**config.mk**
```make
export PLATFORM = sky130hd
export DESIGN_NAME = pc_sequencer
export DESIGN_NICKNAME = d
export VERILOG_FILES = /design/src/rtl/cpu15_pkg.sv /design/src/rtl/pc_sequencer.sv
export SDC_FILE = /design/constraint.sdc
export NUM_CORES = 1
export LEC_CHECK = 0
export CORE_UTILIZATION = 46
export CTS_BUF_LIST = sky130_fd_sc_hd__clkbuf_2 sky130_fd_sc_hd__clkbuf_4 sky130_fd_sc_hd__clkbuf_8
export DETAILED_ROUTE_END_ITERATION = 16
export PLACE_DENSITY = 0.89
export SLEW_MARGIN = 40
export SYNTH_ARGS = -nofsm -noshare
export SYNTH_HDL_FRONTEND = slang
export SYNTH_SLANG_ARGS = --single-unit
```
**constraint.sdc**
```tcl
create_clock -name CLK -period 1.4 [get_ports CLK]
set_input_delay 0.28 -clock CLK [delete_from_list [all_inputs] [get_ports CLK]]
set_output_delay 0.28 -clock CLK [all_outputs]
set_load 0.01 [all_outputs]
```
**src/rtl/cpu15_pkg.sv**
```systemverilog
// Shared cpu15 definitions: opcode constants, sequencer state encoding and PC width default.
package cpu15_pkg;

    localparam int unsigned DefaultPcWidth = 8;

    localparam logic [3:0] OP_MOV = 4'b0000;
    localparam logic [3:0] OP_JE  = 4'b1011;
    localparam logic [3:0] OP_JMP = 4'b1100;
    localparam logic [3:0] OP_LD  = 4'b1101;
    localparam logic [3:0] OP_ST  = 4'b1110;
    localparam logic [3:0] OP_HLT = 4'b1111;

    typedef enum logic [2:0] {
        StIdle,
        StFt,
        StDc,
        StEx,
        StWb,
        StHalt
    } seq_state_e;

endpackage

```
**src/rtl/pc_sequencer.sv**
```systemverilog
// cpu15 program counter and four-phase strobe sequencer; one instruction every four clocks,
// branches and halt resolved on the edge leaving writeback.
module pc_sequencer
    import cpu15_pkg::*;
#(
    parameter int unsigned          PC_WIDTH = DefaultPcWidth,
    parameter logic [PC_WIDTH-1:0]  RESET_PC = '0
) (
    input  logic                CLK,
    input  logic                N_RESET,
    input  logic                RUN,
    input  logic                STEP_MODE,
    input  logic [3:0]          OP_CODE,
    input  logic [7:0]          OP_DATA,
    input  logic                CMP_FLAG,
    output logic [PC_WIDTH-1:0] P_COUNT,
    output logic                CLK_FT,
    output logic                CLK_DC,
    output logic                CLK_EX,
    output logic                CLK_WB,
    output logic                HALTED
);

    seq_state_e          state_q, state_d;
    logic [PC_WIDTH-1:0] pc_q, pc_d;
    logic                ft_q, dc_q, ex_q, wb_q, halted_q;

    function automatic logic [PC_WIDTH-1:0] next_pc(
        input logic [3:0]          op,
        input logic [7:0]          data,
        input logic                cmp,
        input logic [PC_WIDTH-1:0] pc
    );
        logic [PC_WIDTH-1:0] target;
        logic [PC_WIDTH-1:0] inc;
        target = PC_WIDTH'(data);
        inc    = pc + PC_WIDTH'(1);
        unique case (op)
            OP_JMP:  next_pc = target;
            OP_JE:   next_pc = cmp ? target : inc;
            OP_HLT:  next_pc = pc;
            default: next_pc = inc;
        endcase
    endfunction

    always_comb begin
        state_d = state_q;
        pc_d    = pc_q;
        unique case (state_q)
            StIdle: if (RUN) state_d = StFt;
            StFt:   state_d = StDc;
            StDc:   state_d = StEx;
            StEx:   state_d = StWb;
            StWb: begin
                pc_d = next_pc(OP_CODE, OP_DATA, CMP_FLAG, pc_q);
                if (OP_CODE == OP_HLT) begin
                    state_d = StHalt;
                end else if (STEP_MODE) begin
                    state_d = StIdle;
                end else begin
                    state_d = StFt;
                end
            end
            StHalt: state_d = StHalt;
            default: state_d = StIdle;
        endcase
    end

    // Strobes are flops loaded from the next state so each output is a clean registered pulse.
    always_ff @(posedge CLK or negedge N_RESET) begin
        if (!N_RESET) begin
            state_q  <= StIdle;
            pc_q     <= RESET_PC;
            ft_q     <= 1'b0;
            dc_q     <= 1'b0;
            ex_q     <= 1'b0;
            wb_q     <= 1'b0;
            halted_q <= 1'b0;
        end else begin
            state_q  <= state_d;
            pc_q     <= pc_d;
            ft_q     <= (state_d == StFt);
            dc_q     <= (state_d == StDc);
            ex_q     <= (state_d == StEx);
            wb_q     <= (state_d == StWb);
            halted_q <= (state_d == StHalt);
        end
    end

    assign P_COUNT = pc_q;
    assign CLK_FT  = ft_q;
    assign CLK_DC  = dc_q;
    assign CLK_EX  = ex_q;
    assign CLK_WB  = wb_q;
    assign HALTED  = halted_q;

endmodule
```
-- Yosys cells after proc, flatten, opt, wreduce, memory -nomap -nowiden
Index checks and enable logic that the tools add are counted.
- bits in writable memories: 0
- input bits: 17
- memory bits (read-only): 0
- latch bits: 0
- memories: 0
- logic and storage cells: 30
- bits in registers: 16
- output and inout bits: 13
- order comparisons: 0
- add/subtract/negate cells: 1
- multiplexer cells: 6
- multipliers: 0
- shift-type cells: 0
- divide/modulo/power cells: 0
- equality and inequality tests: 13
- reduce and logical (&&, ||, !) cells: 2
- bitwise logic cells: 1
- operators by type and width (operator ; count):
    case mux 8 bit (3 select lines) ; 1
    case mux 3 bit (6 select lines) ; 1
    == test 3 x 2 -> 1 bit, second input constant ; 4
    == test 3 bit, second input constant ; 4
    == test 4 bit, second input constant ; 3
    adder 8 x 1 -> 8 bit, second input constant ; 1
    2-to-1 mux 8 bit ; 1
    == test 3 x 1 -> 1 bit, second input constant ; 2
    2-to-1 mux 3 bit ; 2
    zero test 3 bit ; 1
    AND reduction 2 bit ; 1
    2-to-1 mux 1 bit ; 1
    inverter 1 bit ; 1

-- Depth between registers and ports, before layout
Gate-level depths: netlist of run 1.
- depth in word-level cells: 4
- depth in mapped cells: 5

-- Worst setup path before layout of run 1
No wires, ideal clock.
- kind: register to register
- start point: register pc_q[0], in the netlist P_COUNT[0]
- end point: register pc_q[6], in the netlist P_COUNT[6]
- stages on the path, launching flop included: 6
- path slack: 0.117 ns
- arrival time: 1.204 ns
- buffers on the path: 0
- cells stage by stage: dfrtp_1 -> ha_1 -> and3_1 -> nand3_1 -> a21oi_1 -> a2bb2oi_1
- cells in the longest elaborated chain, start to end: 3
- ends and longest elaborated chain (what ; line ; text):
    start, declared ; pc_sequencer.sv:25 ; logic [PC_WIDTH-1:0] pc_q, pc_d;
    start signal, assigned ; pc_sequencer.sv:81 ; pc_q <= pc_d;
    adder 8 x 1 -> 8 bit * ; pc_sequencer.sv:37 ; inc = pc + PC_WIDTH'(1);
    2-to-1 mux 8 bit ; pc_sequencer.sv:40 ; OP_JE: next_pc = cmp ? target : inc;
    case mux 8 bit (3 select lines) * ; pc_sequencer.sv:38 ; unique case (op)
Mark *: on every way between the ends. The rest lies on a longest branch, timed or not.
A chain may end at the register's enable or synchronous reset.

-- Worst setup path after layout of run 1
- start point: input port OP_CODE[0]
- end point: register pc_q[6], in the netlist P_COUNT[6]
- cells in the longest elaborated chain, start to end: 3
- elaborated cells between the ends (all ways): 6
- ends and longest elaborated chain (what ; line ; text):
    start, declared ; pc_sequencer.sv:13 ; input logic [3:0] OP_CODE,
    parallel branches: the longest is 3 deep, another holds case mux 8 bit (3 select lines) ; -- ;
Several ways; the timed one is not identified.

==> qor.yml, run 1 <==
sta:
  whs_ns: 0.3180
  finalHoldViolations: 0
  fin_worst_skew_ns: 0.002707
  slew_headroom: 0.7679
  finalMaxSlewViolations: 0
  final-setup-viol-count: 0
  post-route-period-util: 0.9871
  clock.fmax_mhz: 723.6
  tightest_slew_ns: 0.3481
  layout_setup_ws_ns: 0.01803
  tns_ns: 0
  min_period_ns: 1.382
detailed_routing:
  ant_nets: 0
  wl_um: 2148
  drc: 0
  wl_per_cell_um: 14.32
  avgViaCountPerCell: 5.420
  vias: 813
  first_pass_iters: 4
  initialDrtViolationCount: 10
floorplan:
  die_width_um: 45.36
  initial_core_util: 0.4953
  die_y_um: 45.36
  ios: 30
  core_mm2: 0.001745
  num_rows: 15
  dieArea_mm2: 0.002057
global_route:
  grt_max_degree: 17
  first_global_vias: 754
  use_met3: 0.03600
  gr-total-overflow: 0
  grt_first_pass_wirelength_um: 3346
  grt_usage: 0.2311
  gr-usage-met2: 0.4290
  met1_usage: 0.2608
  grt.busiest_layer: "met2"
  grt_antenna_before_repair: 0
setup_path:
  cp-startpoint: "OP_CODE[0]"
  crit_arrival_ns: 1.55
  reg2reg_from: "P_COUNT[1]"
  cp_data_required_time_ns: 1.57
  crit_fanout: 7
  end_kind: "flop"
  crit_type: "input port to flop"
  start_kind: "input port"
cells_and_area:
  nFillCells: 119
  final_cell_mix: "17 x dlygate4sd2_1, 15 x dfrtp_1, 13 x buf_4, 12 x clkdlybuf4s50_1, 8 x nand2_1"
  nets: 145
  area_growth_pct: 57.89
  utilization: 0.7821
  drive_gt1_frac: 0.2400
  mostFrequentLayoutCell: "dlygate4sd2_1"
  num_antenna_cells: 0
power_and_ir_drop:
  p_seq_frac: 0.390
  netSwitchingPower_uw: 763.2
  p_int_mw: 1.323
  switching_share: 0.3658
  ir_drop_uv: 1032
  p_clk_frac: 0.110
  finalPower_mw: 2.086
  power_density_mw_per_mm2: 1528
  power_frac_comb: 0.499
  leakagePower_nw: 0.6799
logic_synthesis:
  syn_nets: 100
  yosys_most_used_dff: "dfrtp_1"
  synth_cells: 82
  ys_ff_latch: 16
  yosysWarnings: 0
  ys_types: 31
  synth-edff-count: 0
  async_reset_ff_frac: 1.000
  seq_area_frac_synth: 0.4631
  syn_avg_cell_area_um2: 10.54
  syn_area_um2: 864.6
cts:
  cts_sinks: 16
  cts_made_buffers: 3
  cts_tree: "yes"
  path_clk_slew_ns: 0.09
  clockBufferDepth: 2
  clkLatencyLatePin_ns: 0.28
  cts.htree.levels: 1
  hold_buffers: 0
  ctsRootBufferMaster: "clkbuf_4"
place:
  dp_hpwl_um: 1502
  gp_congestion: 0.7811
  place_ws_ns: -0.3662
  port_buffers: 29
worst_hold_path:
  hp-class: "input port to asynchronous set/reset pin"
status:
  status: "finished, final reports clean"
flow_run:
  drv_cap: 0
cells by family (layout without fill, tap and decap cells):
| logic type | after synthesis | count (layout) | share of synthesized area |
|---|---|---|---|
| multiplexers | 7 | 7 | 0.08105 |
| adder cells (fa/ha/maj) | 1 | 1 | 0.01447 |
| flip-flops | 16 | 16 | 0.4631 |
| buffers and inverters | 7 | 50 | 0.04052 |
| AO/OA/AOI/OAI | 20 | 20 | 0.1824 |
| AND/OR/NAND/NOR | 30 | 30 | 0.2084 |
| XOR/XNOR | 1 | 1 | 0.01013 |
layout make-up:
| class | count | area [µm²] | area share |
|---|---|---|---|
| clock buffer | 3 | 22.52 | 0.01650 |
| inverter | 3 | 11.26 | 0.008249 |
| multi-input combinational | 59 | 484.2 | 0.3547 |
| sequential | 16 | 401.6 | 0.2942 |
| tap | 25 | 31.28 | 0.02291 |
| timing repair buffer | 44 | 414.1 | 0.3034 |
registers in the layout (all words and copies together) (netlist names):
name / count
HALTED: 1
CLK_WB: 1
state_q: 3
CLK_EX: 1
P_COUNT: 8
CLK_DC: 1
CLK_FT: 1
final timing paths:
| path | depth (start not counted) | endpoint | slack (ns) |
|---|---|---|---|
| setup / recovery | 6 | P_COUNT[6] | 0.02 |
| hold / removal | 2 | P_COUNT[2] | 0.32 |
| setup reg to reg | 6 | P_COUNT[6] | 0.04 |
| hold reg to reg | 1 | P_COUNT[7] | 0.59 |
| max in group asynchronous | 2 | P_COUNT[0] | 0.89 |
| min in group CLK | 1 | P_COUNT[7] | 0.59 |
power groups by stage:
stage	clock network (mW)	logic (mW)	registers, mW
after floorplan	0	0.389	0.874
after global placement	0	0.914	0.842
after detailed placement	0	0.942	0.851
after CTS	0.239	0.999	0.797
after global routing	0.255	1.13	0.838
final	0.230	1.04	0.814
critical path, cell delays in order:
cell and delay (ns):
dlygate4sd2_1 0.30, and4b_4 0.24, o21ai_4 0.22, buf_12 0.17, mux2i_1 0.25, a2bb2oi_2 0.08
per-stage QoR:
stage          cells  cell area (µm²)
2_1_floorplan     82            864.6
3_3_place_gp     141             1242
3_5_place_dp     141             1242
4_1_cts          150             1334
5_1_grt          150             1365
6_report         150             1365
timing repair:
action / 4_1_cts / 5_1_grt
hold endpoints to repair: 0 / 0
pin swaps: 3 / 1
endpoints found under the setup margin: 20 / 6
buffers inserted: 5 / 0
gates cloned: 1 / 0
resized for setup: 23 / 5
synthesized netlist by cell type, types with 2 or more instances:
cell type,count,area [µm²]
mux2i_1,7,70.07
clkbuf_1,2,7.510
nand2_1,8,30.03
and3b_1,2,17.52
nor2_1,4,15.01
o21ai_0,2,10.01
a21oi_1,6,30.03
and3_1,2,12.51
nand3_1,5,25.02
a2bb2oi_1,5,43.79
nor3b_1,2,15.01
dfrtp_1,16,400.4
inv_1,3,11.26
metal layers:
layer  routed length, µm  up-vias  share of wire
met4                  11        0         0.0051
met3                 101        4          0.047
met2                1179       30           0.55
met5                   0        -              0
li1                    -      392              -
met1                 855      387           0.40
No activity file was read; power rests on OpenSTA's default activity.
==> inputs of run 2 (changes only) <==
--- a/config.mk
+++ b/config.mk
@@ -5,10 +5,11 @@
 export SDC_FILE = /design/constraint.sdc
 export NUM_CORES = 1
 export LEC_CHECK = 0
-export CORE_UTILIZATION = 46
+export CORE_ASPECT_RATIO = 0.8
+export CORE_UTILIZATION = 40
 export CTS_BUF_LIST = sky130_fd_sc_hd__clkbuf_2 sky130_fd_sc_hd__clkbuf_4 sky130_fd_sc_hd__clkbuf_8
 export DETAILED_ROUTE_END_ITERATION = 16
-export PLACE_DENSITY = 0.89
+export PLACE_DENSITY = 0.8
 export SLEW_MARGIN = 40
 export SYNTH_ARGS = -nofsm -noshare
 export SYNTH_HDL_FRONTEND = slang
==> constraint.sdc (replaced) <==
create_clock -name CLK -period 1.37 [get_ports CLK]
set_input_delay 0.274 -clock CLK [delete_from_list [all_inputs] [get_ports CLK]]
set_output_delay 0.274 -clock CLK [all_outputs]
set_load 0.01 [all_outputs]
==> run 2 against run 1 <==
Die area is 14% higher. Global-route usage is 2.2 points lower. Sequential cell count stayed put. First-iteration DRC count stayed put. Register-to-register slack hardly changed. Final cell count is 1.3% higher. Sequential power is 2.6% lower. Clock-buffer cell count stayed put.
==> qor.yml, run 2 (same netlist as run 1, synthesis figures left out) <==
status:
  status: "finished, final reports clean"
setup_path:
  cp_data_required_time_ns: 1.60  # +0.03 ns
  crit_chain: "buf_4 -> and4_1 -> nand2_1 -> a21oi_1 -> a2bb2oi_1"
  crit_arrival_ns: 1.57  # +0.02 ns
  crit_fanout: 5  # -2
  cpPeakStageDelay_ns: 0.37  # +0.07 ns
  start_kind: "flop"
  cp_slowest_cell: "dfrtp_1"
  crit_type: "flop to flop"
  cpLargestDelayFamily: "simple AND/OR/NAND/NOR gates"
  end_kind: "flop"
  r2r_slack_ns: 0.03  # about the same
  cp_num_buf_inv: 1  # -1
flow_run:
  drv_cap: 0  # unchanged
cts:
  cts_made_buffers: 3  # unchanged
  cts_sinks: 16  # unchanged
  ctsRootBufferMaster: "clkbuf_4"
  path_clk_slew_ns: 0.10  # about the same
  hold_buffers: 0  # unchanged
  clockBufferDepth: 2  # unchanged
  cts.htree.levels: 1  # unchanged
  clkLatencyLatePin_ns: 0.30  # +0.02 ns
  cts_tree: "yes"
floorplan:
  dieArea_mm2: 0.002352  # +14%
  die_y_um: 43.58  # -3.9%
  initial_core_util: 0.4407  # -0.05465
  num_rows: 14  # -1
  ios: 30  # unchanged
  core_mm2: 0.001962  # +12%
  die_width_um: 53.98  # +19%
sta:
  post-route-period-util: 0.9773
  layout_setup_ws_ns: 0.03104  # +0.01302 ns
  tightest_slew_ns: 0.3818  # +0.03364 ns
  min_period_ns: 1.339
  slew_headroom: 0.7455  # -0.02243
  whs_ns: 0.2867  # -0.03132 ns
  finalMaxSlewViolations: 0  # unchanged
  fin_worst_skew_ns: 0.01060  # +0.007893 ns
  final-setup-viol-count: 0  # unchanged
  finalHoldViolations: 0  # unchanged
  clock.fmax_mhz: 746.9
global_route:
  grt_usage: 0.2088  # -0.02225
  grt_antenna_before_repair: 0  # unchanged
  grt_max_degree: 17  # unchanged
  gr-total-overflow: 0  # unchanged
  grt_first_pass_wirelength_um: 3387  # +1.2%
  first_global_vias: 733  # -2.8%
detailed_routing:
  wl_um: 2312  # +7.6%
  wl_per_cell_um: 15.21  # +6.2%
  drc: 0  # unchanged
  avgViaCountPerCell: 5.414  # -0.10%
  ant_nets: 0  # unchanged
  vias: 823  # +1.2%
  first_pass_iters: 4  # unchanged
  initialDrtViolationCount: 10  # unchanged
power_and_ir_drop:
  power_density_mw_per_mm2: 1599  # +4.6%
  ir_drop_uv: 1066  # +3.4%
  leakagePower_nw: 0.7072  # +4.0%
  finalPower_mw: 2.221  # +6.4%
cells_and_area:
  num_antenna_cells: 0  # unchanged
  final_cell_mix: "17 x dlygate4sd2_1, 16 x dfrtp_1, 15 x buf_4, 11 x clkdlybuf4s50_1, 8 x nand2_1"
  area_growth_pct: 60.64
  largest_register_ffs: 8  # unchanged
  mostFrequentLayoutCell: "dlygate4sd2_1"
  fin_cells: 152  # +1.3%
  drive_gt1_frac: 0.2578  # +0.01781
  nets: 148  # +2.1%
place:
  gp_congestion: 0.7883  # +0.92%
  dp_cells: 141  # unchanged
  dp_hpwl_um: 1514  # +0.80%
  port_buffers: 29  # unchanged
  place_ws_ns: -0.4064  # -0.04021 ns
worst_hold_path:
  hp-class: "input port to asynchronous set/reset pin"
[run 2: report_power, final]
| part | leakage (nW) | switching (mW) | internal, mW | total, mW |
|---|---|---|---|---|
| Sequential | 0.207 | 0.132 | 0.661 | 0.793 |
| Clock | 0.0138 | 0.156 | 0.102 | 0.258 |
| Combinational | 0.486 | 0.538 | 0.631 | 1.17 |
| Total | 0.707 | 0.826 | 1.39 | 2.22 |
[run 2: repair_timing]
item	4_1_cts	5_1_grt
endpoints found under the hold margin	0	0
pin swaps	3	4
setup endpoints to repair	20	4
gates cloned	1	1
resized for setup	21	7
buffers inserted	5	1
[run 2: final timing paths]
kind / start / endpoint / depth (start not counted)
setup reg to reg: P_COUNT[0] / P_COUNT[5] / 5
hold / removal: N_RESET / state_q[0] / 2
min in group CLK: OP_CODE[3] / P_COUNT[0] / 4
setup / recovery: P_COUNT[0] / P_COUNT[5] / 5
max in group asynchronous: N_RESET / CLK_EX / 2
hold reg to reg: P_COUNT[7] / P_COUNT[7] / 1
[run 2: area by class of cell]
cell class | count | area (µm²)
Clock buffer | 3 | 22.52
Fill cell | 149 | 573.1
Inverter | 3 | 11.26
Multi-Input combinational cell | 60 | 493.0
Sequential cell | 16 | 400.4
Tap cell | 24 | 30.03
Timing Repair Buffer | 46 | 431.7
[run 2: through the flow]
step	cell area (µm²)	util	setup TNS, ns
floorplan	864.6	-	0
global placement	1249	0.6365	-2.813
detailed placement	1249	0.6365	-3.304
CTS	1334	0.6798	0
global route	1389	0.7079	-0.04099
finish	1389	0.7079	0
[run 2: layer usage]
| layer | GRT usage | routed length, µm | up-vias |
|---|---|---|---|
| met2 | 0.3481 | 1135 | 20 |
| li1 | - | - | 397 |
| met1 | 0.2412 | 1006 | 397 |
| met3 | 0.07368 | 120 | 9 |
| met5 | 0 | 0 | - |
| met4 | 0.08718 | 50 | 0 |
==> inputs of run 3 (changes only) <==
--- a/config.mk
+++ b/config.mk
@@ -9,7 +9,7 @@
 export CORE_UTILIZATION = 40
 export CTS_BUF_LIST = sky130_fd_sc_hd__clkbuf_2 sky130_fd_sc_hd__clkbuf_4 sky130_fd_sc_hd__clkbuf_8
 export DETAILED_ROUTE_END_ITERATION = 16
-export PLACE_DENSITY = 0.8
+export PLACE_DENSITY = 0.83
 export SLEW_MARGIN = 40
 export SYNTH_ARGS = -nofsm -noshare
 export SYNTH_HDL_FRONTEND = slang
==> constraint.sdc (replaced) <==
create_clock -name CLK -period 1.11 [get_ports CLK]
set_input_delay 0.222 -clock CLK [delete_from_list [all_inputs] [get_ports CLK]]
set_output_delay 0.222 -clock CLK [all_outputs]
set_load 0.01 [all_outputs]
==> run 3 against run 2 <==
The run now ends with setup timing left. Combinational power up 50%. Final area up 7.1%. Sequential cell count unchanged. Clock-buffer cell count up 1.
==> qor.yml, run 3 (same netlist as run 1, synthesis figures left out) <==
detailed_routing:
  top_layer: "met4"
  drc: 0  # unchanged
  wl_per_cell_um: 16.06  # +5.6%
  initialDrtViolationCount: 29  # +19
  wl_um: 2617  # +13%
  avgViaCountPerCell: 5.442  # +0.50%
  ant_nets: 0  # unchanged
  m1WireLength_um: 1128  # +12%
  vias: 887  # +7.8%
  wl_met3_um: 139  # +16%
  first_pass_iters: 4  # unchanged
  dr_wl_met2_um: 1280  # +13%
global_route:
  grt_usage: 0.2438  # +0.03498
  gr-total-overflow: 0  # unchanged
  grt_first_pass_wirelength_um: 3884  # +15%
  grt_max_degree: 17  # unchanged
  first_global_vias: 866  # +18%
  grt_antenna_before_repair: 0  # unchanged
status:
  status: "complete, but fails checks"
  failed_checks: "setup timing"
cells_and_area:
  final_cell_mix: "23 x buf_4, 14 x dfrtp_1, 11 x clkdlybuf4s50_1, 11 x buf_2, 8 x nand2_1"
  nets: 158  # +6.8%
  mostFrequentLayoutCell: "buf_4"
  utilization: 0.7583  # +0.05038
  largest_register_ffs: 8  # unchanged
  area_growth_pct: 72.07
  drive_gt1_frac: 0.4820  # +0.2242
  num_antenna_cells: 0  # unchanged
  nFillCells: 130  # -13%
setup_path:
  reg2reg_from: "P_COUNT[0]"
  cp_num_buf_inv: 1  # unchanged
  crit_arrival_ns: 1.49  # -0.08 ns
  start_kind: "flop"
  cp_slowest_cell: "dfrtp_2"
  end_kind: "flop"
  crit_type: "flop to flop"
  cp-startpoint: "P_COUNT[0]"
  crit_fanout: 3  # -2
  crit_chain: "buf_6 -> ha_4 -> and3_4 -> nand2_1 -> mux2i_1 -> a2bb2oi_1"
  cpLargestDelayFamily: "flip-flops"
  cpPeakStageDelay_ns: 0.40  # +0.03 ns
  cp_data_required_time_ns: 1.29  # -0.31 ns
floorplan:
  die_y_um: 43.58  # unchanged
  initial_core_util: 0.4407  # unchanged
  dieArea_mm2: 0.002352  # unchanged
  ios: 30  # unchanged
  die_width_um: 53.98  # unchanged
  core_mm2: 0.001962  # unchanged
  num_rows: 14  # unchanged
cts:
  ctsRootBufferMaster: "clkbuf_4"
  cts.htree.levels: 1  # unchanged
  clkLatencyLatePin_ns: 0.30  # about the same
  clockBufferDepth: 2  # unchanged
  cts_tree: "yes"
  cts_sinks: 16  # unchanged
  cts_made_buffers: 3  # unchanged
  path_clk_slew_ns: 0.10  # about the same
  hold_buffers: 0  # unchanged
sta:
  whs_ns: 0.2396  # -0.04701 ns
  final-setup-viol-count: 12  # +12
  tightest_slew_ns: 0.2532  # -0.1286 ns
  finalMaxSlewViolations: 0  # unchanged
  rsz0062_at_grt: "yes"
  clock.fmax_mhz: 762.1  # +2.0%
  min_period_ns: 1.312  # -0.02685 ns
  fin_worst_skew_ns: 0.007216  # -0.003384 ns
  finalHoldViolations: 0  # unchanged
  post-route-period-util: 1.182  # +0.2047
  slew_headroom: 0.8306  # +0.08512
  layout_setup_ws_ns: -0.2021  # -0.2331 ns
place:
  port_buffers: 29  # unchanged
  gp_congestion: 0.8391  # +6.4%
  dp_hpwl_um: 1623  # +7.2%
  place_ws_ns: -0.6209  # -0.2145 ns
power_and_ir_drop:
  finalPower_mw: 3.151  # +42%
  power_density_mw_per_mm2: 2118  # +32%
  ir_drop_uv: 1433  # +34%
  leakagePower_nw: 0.7258  # +2.6%
flow_run:
  drv_cap: 0  # unchanged
worst_hold_path:
  hp-class: "input port to asynchronous set/reset pin"
## run 3: cell types whose count changed in the layout (fill, tap and decap cells not counted), moves of 2 or more
cell | previous run | this run
dfrtp_1 | 16 | 14
clkdlybuf4s15_2 | 0 | 2
buf_2 | 0 | 11
buf_6 | 0 | 5
buf_4 | 15 | 23
dlygate4sd2_1 | 17 | 2
dfrtp_2 | 0 | 2
## run 3: per-stage QoR
stage	setup TNS (ns)	std cells	cell area, µm²
final	-1.480	163	1488
after global routing	-2.264	163	1488
after CTS	-1.289	162	1464
after detailed placement	-6.477	149	1326
after global placement	-5.922	149	1326
after floorplan	-0.8390	82	889.6
## run 3: area by class of cell
cell class              count  area (µm²)  area share
clock buffers               4       36.28     0.02439
repair buffers             57       491.7      0.3305
multi-input cells          59       515.5      0.3465
well taps                  24       30.03     0.02018
flip-flops and latches     16       402.9      0.2708
inverters                   3       11.26    0.007569
## run 3: worst paths after layout
check / end / slack, ns / cells after the start
setup / recovery: P_COUNT[4] / -0.20 / 6
hold / removal: CLK_WB / 0.24 / 2
setup reg to reg: P_COUNT[4] / -0.20 / 6
hold reg to reg: P_COUNT[1] / 0.61 / 2
max in group asynchronous: P_COUNT[1] / 0.66 / 2
min in group CLK: P_COUNT[1] / 0.54 / 3
## run 3: power by group
group | switching, mW | total [mW] | internal [mW]
registers | 0.166 | 0.989 | 0.822
clock network | 0.203 | 0.403 | 0.200
logic | 0.774 | 1.76 | 0.986
total | 1.14 | 3.15 | 2.01
## run 3: what timing repair did
item                                    in CTS  in global routing
pin swaps                                    8                  1
endpoints found under the setup margin      24                 14
resized for setup                           79                  4
buffers inserted                             9                  1
gates cloned                                 1                  0
## run 3: layer usage
layer / vias up / GRT usage
li1: 415 / -
met1: 431 / 0.2772
met2: 33 / 0.4025
met3: 8 / 0.05965
met4: 0 / 0.1590
met5: - / 0
